**config.mk**
```make
export PLATFORM = sky130hd
export DESIGN_NAME = id_ex_stage
export DESIGN_NICKNAME = d
export VERILOG_FILES = /design/src/rtl/id_ex_stage.sv
export SDC_FILE = /design/constraint.sdc
export NUM_CORES = 1
export LEC_CHECK = 0
export CORE_UTILIZATION = 30
export DETAILED_ROUTE_END_ITERATION = 6
export SYNTH_ARGS = -nofsm -noshare
export SYNTH_HDL_FRONTEND = slang
export SYNTH_SLANG_ARGS = --single-unit
```
**constraint.sdc**
```tcl
create_clock -name clk -period 5.63 [get_ports clk]
set_input_delay 1.689 -clock clk [delete_from_list [all_inputs] [get_ports clk]]
set_output_delay 1.689 -clock clk [all_outputs]
set_load 0.01 [all_outputs]
```
**src/rtl/id_ex_stage.sv**
```systemverilog
// ID/EX pipeline register with load-use hazard detection and a saturating stall counter.
// A stall or flush turns the EX slot into a bubble; payload fields simply hold on bubbles.
module id_ex_stage #(
    parameter int unsigned XLEN  = 32,
    parameter int unsigned CNT_W = 16
) (
    input  logic            clk,
    input  logic            rst_n,
    input  logic            id_valid,
    input  logic [1:0]      id_alu_op,
    input  logic            id_mem_read,
    input  logic            id_mem_write,
    input  logic            id_reg_write,
    input  logic            id_branch,
    input  logic            id_alu_src,
    input  logic            id_mem_to_reg,
    input  logic [XLEN-1:0] id_pc,
    input  logic [XLEN-1:0] id_rs1_data,
    input  logic [XLEN-1:0] id_rs2_data,
    input  logic [XLEN-1:0] id_imm,
    input  logic [4:0]      id_rs1,
    input  logic [4:0]      id_rs2,
    input  logic [4:0]      id_rd,
    input  logic [2:0]      id_funct3,
    input  logic            id_funct7_5,
    input  logic            ex_flush,
    output logic            ex_valid,
    output logic [1:0]      ex_alu_op,
    output logic            ex_mem_read,
    output logic            ex_mem_write,
    output logic            ex_reg_write,
    output logic            ex_branch,
    output logic            ex_alu_src,
    output logic            ex_mem_to_reg,
    output logic [XLEN-1:0] ex_pc,
    output logic [XLEN-1:0] ex_rs1_data,
    output logic [XLEN-1:0] ex_rs2_data,
    output logic [XLEN-1:0] ex_imm,
    output logic [4:0]      ex_rs1,
    output logic [4:0]      ex_rs2,
    output logic [4:0]      ex_rd,
    output logic [2:0]      ex_funct3,
    output logic            ex_funct7_5,
    output logic            stall,
    output logic [CNT_W-1:0] stall_count
);

    logic             w_stall;
    logic             w_bubble;
    logic [CNT_W-1:0] r_stall_count;

    // Flush kills the decode instruction, so it also masks the hazard.
    always_comb begin
        w_stall = id_valid & ex_valid & ex_mem_read & (ex_rd != 5'd0)
                & ((ex_rd == id_rs1) | (ex_rd == id_rs2)) & ~ex_flush;
        w_bubble = ex_flush | w_stall | ~id_valid;
    end

    always_ff @(posedge clk) begin
        if (!rst_n) begin
            ex_valid      <= 1'b0;
            ex_alu_op     <= 2'b00;
            ex_mem_read   <= 1'b0;
            ex_mem_write  <= 1'b0;
            ex_reg_write  <= 1'b0;
            ex_branch     <= 1'b0;
            ex_alu_src    <= 1'b0;
            ex_mem_to_reg <= 1'b0;
            ex_pc         <= '0;
            ex_rs1_data   <= '0;
            ex_rs2_data   <= '0;
            ex_imm        <= '0;
            ex_rs1        <= '0;
            ex_rs2        <= '0;
            ex_rd         <= '0;
            ex_funct3     <= '0;
            ex_funct7_5   <= 1'b0;
        end else if (w_bubble) begin
            ex_valid      <= 1'b0;
            ex_alu_op     <= 2'b00;
            ex_mem_read   <= 1'b0;
            ex_mem_write  <= 1'b0;
            ex_reg_write  <= 1'b0;
            ex_branch     <= 1'b0;
            ex_alu_src    <= 1'b0;
            ex_mem_to_reg <= 1'b0;
        end else begin
            ex_valid      <= 1'b1;
            ex_alu_op     <= id_alu_op;
            ex_mem_read   <= id_mem_read;
            ex_mem_write  <= id_mem_write;
            ex_reg_write  <= id_reg_write;
            ex_branch     <= id_branch;
            ex_alu_src    <= id_alu_src;
            ex_mem_to_reg <= id_mem_to_reg;
            ex_pc         <= id_pc;
            ex_rs1_data   <= id_rs1_data;
            ex_rs2_data   <= id_rs2_data;
            ex_imm        <= id_imm;
            ex_rs1        <= id_rs1;
            ex_rs2        <= id_rs2;
            ex_rd         <= id_rd;
            ex_funct3     <= id_funct3;
            ex_funct7_5   <= id_funct7_5;
        end
    end

    always_ff @(posedge clk) begin
        if (!rst_n) begin
            r_stall_count <= '0;
        end else if (w_stall && (r_stall_count != '1)) begin
            r_stall_count <= r_stall_count + 1'b1;
        end
    end

    assign stall       = w_stall;
    assign stall_count = r_stall_count;

endmodule

```
=== Word level (Yosys, flattened, before mapping) ===
Index checks and enable logic that the tools add are counted.

* Output and inout port bits: 173
* Bits in read-only memories: 0
* Bits in latches: 0
* Logic and storage cells: 37
* Flip-flop bits (word level): 172
* Bits in writable memories: 0
* Memories kept: 0

* Order comparisons: 0
* $mul: 0
* Reductions and logical operators: 3
* Mux-type cells: 1
* Eq/ne operators: 3
* Add/sub/neg operators: 1
* Bitwise operators: 11
* Shift operators: 0
* Divide/modulo/power cells: 0

{| class="wikitable"
|+ Operator list
! operator !! number
|-
| adder 16 x 1 -> 16 bit (second input constant) || 1
|-
| inequality test 16 bit (second input constant) || 1
|-
| equality test 5 bit || 2
|-
| bitwise AND 1 bit || 5
|-
| nonzero test 5 bit || 1
|-
| NOT 1 bit || 3
|-
| OR 1 bit || 3
|-
| OR reduction 2 bit || 1
|-
| logical AND 1 bit || 1
|-
| two-way mux 1 bit || 1
|}

=== Longest topological paths before layout ===
* Word-level depth: 8
* Depth in mapped cells: 8
* Depth with buffers taken out: 6

=== Least setup slack after synthesis ===
OpenSTA, ideal clock, no wires.

* Kind: input to output
* Start: input port id_rs1[4]
* End: output port stall
* Setup slack: 1.134 ns
* Cell stages on the path: 6
* Data arrival time: 2.807 ns
* Cells stage by stage: xor2_1 -> nor3_1 -> a22oi_2 -> buf_2 -> clkbuf_1 -> nor3_1

* Longest elaborated chain between the ends: 4

{| class="wikitable"
|+ RTL lines
! element !! line !! text
|-
| from (decl) || 21 || <nowiki>input logic [4:0] id_rs1,</nowiki>
|-
| equality test 5 bit || 55 || <nowiki>& ((ex_rd == id_rs1) | (ex_rd == id_rs2)) & ~ex_flush;</nowiki>
|-
| OR 1 bit || 55 ||
|-
| bitwise AND 1 bit (2 in a row) || 55 ||
|-
| to (decl) || 44 || <nowiki>output logic stall,</nowiki>
|}

No other way between the ends.

=== Worst setup path after layout ===
Same ends and word-level chain as after synthesis.

==> metrics.md <==
| Metric | Value |
|---|---|
| Post-synth net total | around 1500 |
| Critical path arrival | 3.53 ns |
| Fmax | 192 MHz |
| Flop pwr share | 0.415 |
| Final net count | 1685 |
| Hold Buf Count CTS | 0 |
| Vias in the first global route | 9472 |
| Pre-antenna DRT Iters | 5 |
| DRC | 0 |
| Final GP Congestion | about 0.76 |
| Buffer depth of the longest clock path | 2 |
| Post-CTS Resized | 0 |
| Total global routing overflow | 0 |
| Cell Area, Synth | 0.00952 mm2 |
| CP startpoint kind | primary input |
| Comb pwr share | 0.213 |
| Die Width | 180 um |
| Peak VDD IR | 0.184 mV |
| First-pass GRT wire length | 49900 um |
| CTS sink count | 172 |
| Final Setup Violations | 0 |
| Core Box Area | 0.0309 mm2 |
| Site Rows | 64 |
| Die H | 180 um |
| Wirelength, routed | around 31000 um |
| Via/cell ratio | 5.32 |
| Final antenna-violating net count | 0 |
| Sequential fraction of the synthesis area | 0.362 |
| Final Hold Viols | 0 |
| Ratio of cells with drive above 1 in the final layout | 0.0319 |
| Num CTS Buffers | 17 |
| Tcrit/Tclk final | 0.926 |
| Synth Register Bits | 172 |
| Gr usage total | 0.186 |
| Clk pwr share | 0.372 |
| RSZ-0062 raised after global routing | no |
| Max-slew violations | 0 |
| Synthesis-to-finish area growth | 40.3% |
| Yosys cell types | 39 |
| Hold Path Class | flip-flop to flip-flop |
| Final HPWL DP | roughly 20000 um |
| Worst-path clk slew | 0.07 ns |
| Critical path type | primary input to output port |
| Hold WS | about 0.5 ns |
| Slew margin rel. | 0.253 |
| Die area | approximately 0.032 mm2 |
| Psw | 945 uW |
| Initial Util | 0.308 |
| Ranking of synthesized cells by area | dfxtp_1 (36%), o311ai_1 (12%), nand2_1 (12%), and3_1 (9.8%), a21oi_1 (7.9%) |
| Initial drt markers | 711 |
| Yosys top cell by area | dfxtp_1 |
| Worst path required time | 3.94 ns |
| CTS tree | done |
| Routed wire per std cell | 16.2 um |
| Share of Yosys cell area claimed by the top area cell type | 0.362 |
| Power per cell area | 247 mW/mm2 |
| Slew of the pin with the lowest slew margin | roughly 1.1 ns |
| Crit Path Max Fanout | 2 |
| Largest net degree at the start of global routing | roughly 210 |
| Tmin final | 5.22 ns |
| Post-CTS Setup Inserts | 0 |
| MaxCap Viol Count | 0 |
| Outcome | complete, no violations |
| Port-buffer cells | about 330 |
| Syn avg cell area | ~7.3 um2 |
| I/O pins | ~330 |
| Cells after Synth | 1302 |
| Initial antenna violation count | 3 |
| P_leak | 0.00521 uW |
| Crit path capture type | output port |
| P_int | 2350 uW |
| Setup Skew | approximately 0.011 ns |
| Sw Share | 0.287 |
| Warnings, synthesis | 0 |
| Worst-Skew Late Latency | 0.43 ns |
| Filler instances | 3076 |
| Root Driver | clkbuf_16 |
| Setup TNS | 0 ns |
| Vias | 10300 |
| H-tree levels | 4 |
==> final timing paths <==
| kind | cells after the start | from | to | slack (ns) |
|---|---|---|---|---|
| setup / recovery | 6 | id_rs1[4] | stall | 0.41 |
| hold / removal | 2 | ex_imm[20]$_SDFFE_PN0N_ | ex_imm[20]$_SDFFE_PN0N_ | 0.50 |
| setup reg to reg | 6 | ex_rd[3]$_SDFFE_PN0N_ | ex_rs2_data[30]$_SDFFE_PN0N_ | 2.44 |
| hold reg to reg | 2 | ex_imm[20]$_SDFFE_PN0N_ | ex_imm[20]$_SDFFE_PN0N_ | 0.50 |
==> per-layer routing <==
layer / up-vias / GRT usage / routed length [um]
met5: - / 0 / 0
met4: 0 / 0.0838 / 987
met3: 52 / 0.0495 / 2060
met2: 314 / 0.288 / 14100
met1: 4812 / 0.241 / 14200
li1: 5130 / - / -
==> worst max-delay path, stage by stage <==
cell             delay (ns)
clkdlybuf4s50_1        0.44
xor2_1                 0.18
nor3_1                 0.24
a22oi_2                0.18
nor3_1                 0.22
clkdlybuf4s50_1        0.59
==> cell usage in the layout, fill, tap and decap left out, types with 10 or more instances in the layout <==
cell type          n
nand2_1          307
a21oi_1          150
o311ai_1         132
and3_1           149
nand2b_1          12
clkdlybuf4s50_1  330
dfxtp_1          172
clkbuf_16         17
nor2_1           149
o311ai_0          20
xor2_1            10
==> power by group through the flow <==
stage / registers, uW / logic, uW / clock network, uW
global route: 1380 / 764 / 1310
global placement: 1390 / 694 / 0
floorplan: 1440 / 292 / 0
detailed placement: 1390 / 704 / 0
CTS: 1370 / 708 / 1270
finish: 1370 / 702 / 1230
==> synth_stat cells, drive strengths merged <==
cell type / instances
clkbuf: 86
a22oi: 1
nand4: 6
xor2: 10
o2111ai: 1
inv: 1
nor2: 149
nand2: 307
o211ai: 1
and4: 2
nor3: 4
and2: 9
o41ai: 5
or4: 4
mux2i: 7
nor2b: 1
or2: 1
buf: 52
o21a: 1
nand2b: 12
dfxtp: 172
o31a: 1
ha: 1
o211a: 2
and3: 149
o21ai: 1
a21oi: 150
nand3: 5
o31ai: 3
nor4b: 1
o311ai: 152
nor4: 5
==> through the flow <==
step	instances	area, um2	total power (uW)	utilization	setup slack, ns
3_3_place_gp	1902	12800	2090	0.413	0.387
2_1_floorplan	1302	9520	1730	-	1.13
5_1_grt	1936	13400	3450	0.432	0.354
6_report	1937	13400	3300	0.432	0.415
3_5_place_dp	1902	12800	2100	0.413	0.380
4_1_cts	1934	13400	3350	0.432	0.378
==> area by class of cell <==
| type | instances | area (um2) | share of cell area |
|---|---|---|---|
| Inverter | 1 | 3.75 | 0.000281 |
| Multi-Input combinational cell | 991 | 5380 | 0.402 |
| Antenna cell | 3 | 7.51 | 0.000562 |
| Timing Repair Buffer | 342 | 3450 | 0.258 |
| Clock buffer | 20 | 447 | 0.0334 |
| Sequential cell | 172 | 3440 | 0.258 |
| Clock inverter | 12 | 136 | 0.0102 |
| Tap cell | 396 | 495 | 0.0371 |
==> kinds of logic (layout without fill, tap and decap cells) <==
family	Yosys count	in the layout	synth area share
XOR/XNOR	10	10	0.00920
AO/OA/AOI/OAI	318	318	0.235
other	0	3	0
flip-flops	172	172	0.362
buffers and inverters	139	375	0.0744
multiplexers	7	7	0.00736
adder cells (fa/ha/maj)	1	1	0.00131
AND/OR/NAND/NOR	655	655	0.311
(Power assumes the default switching activity.)
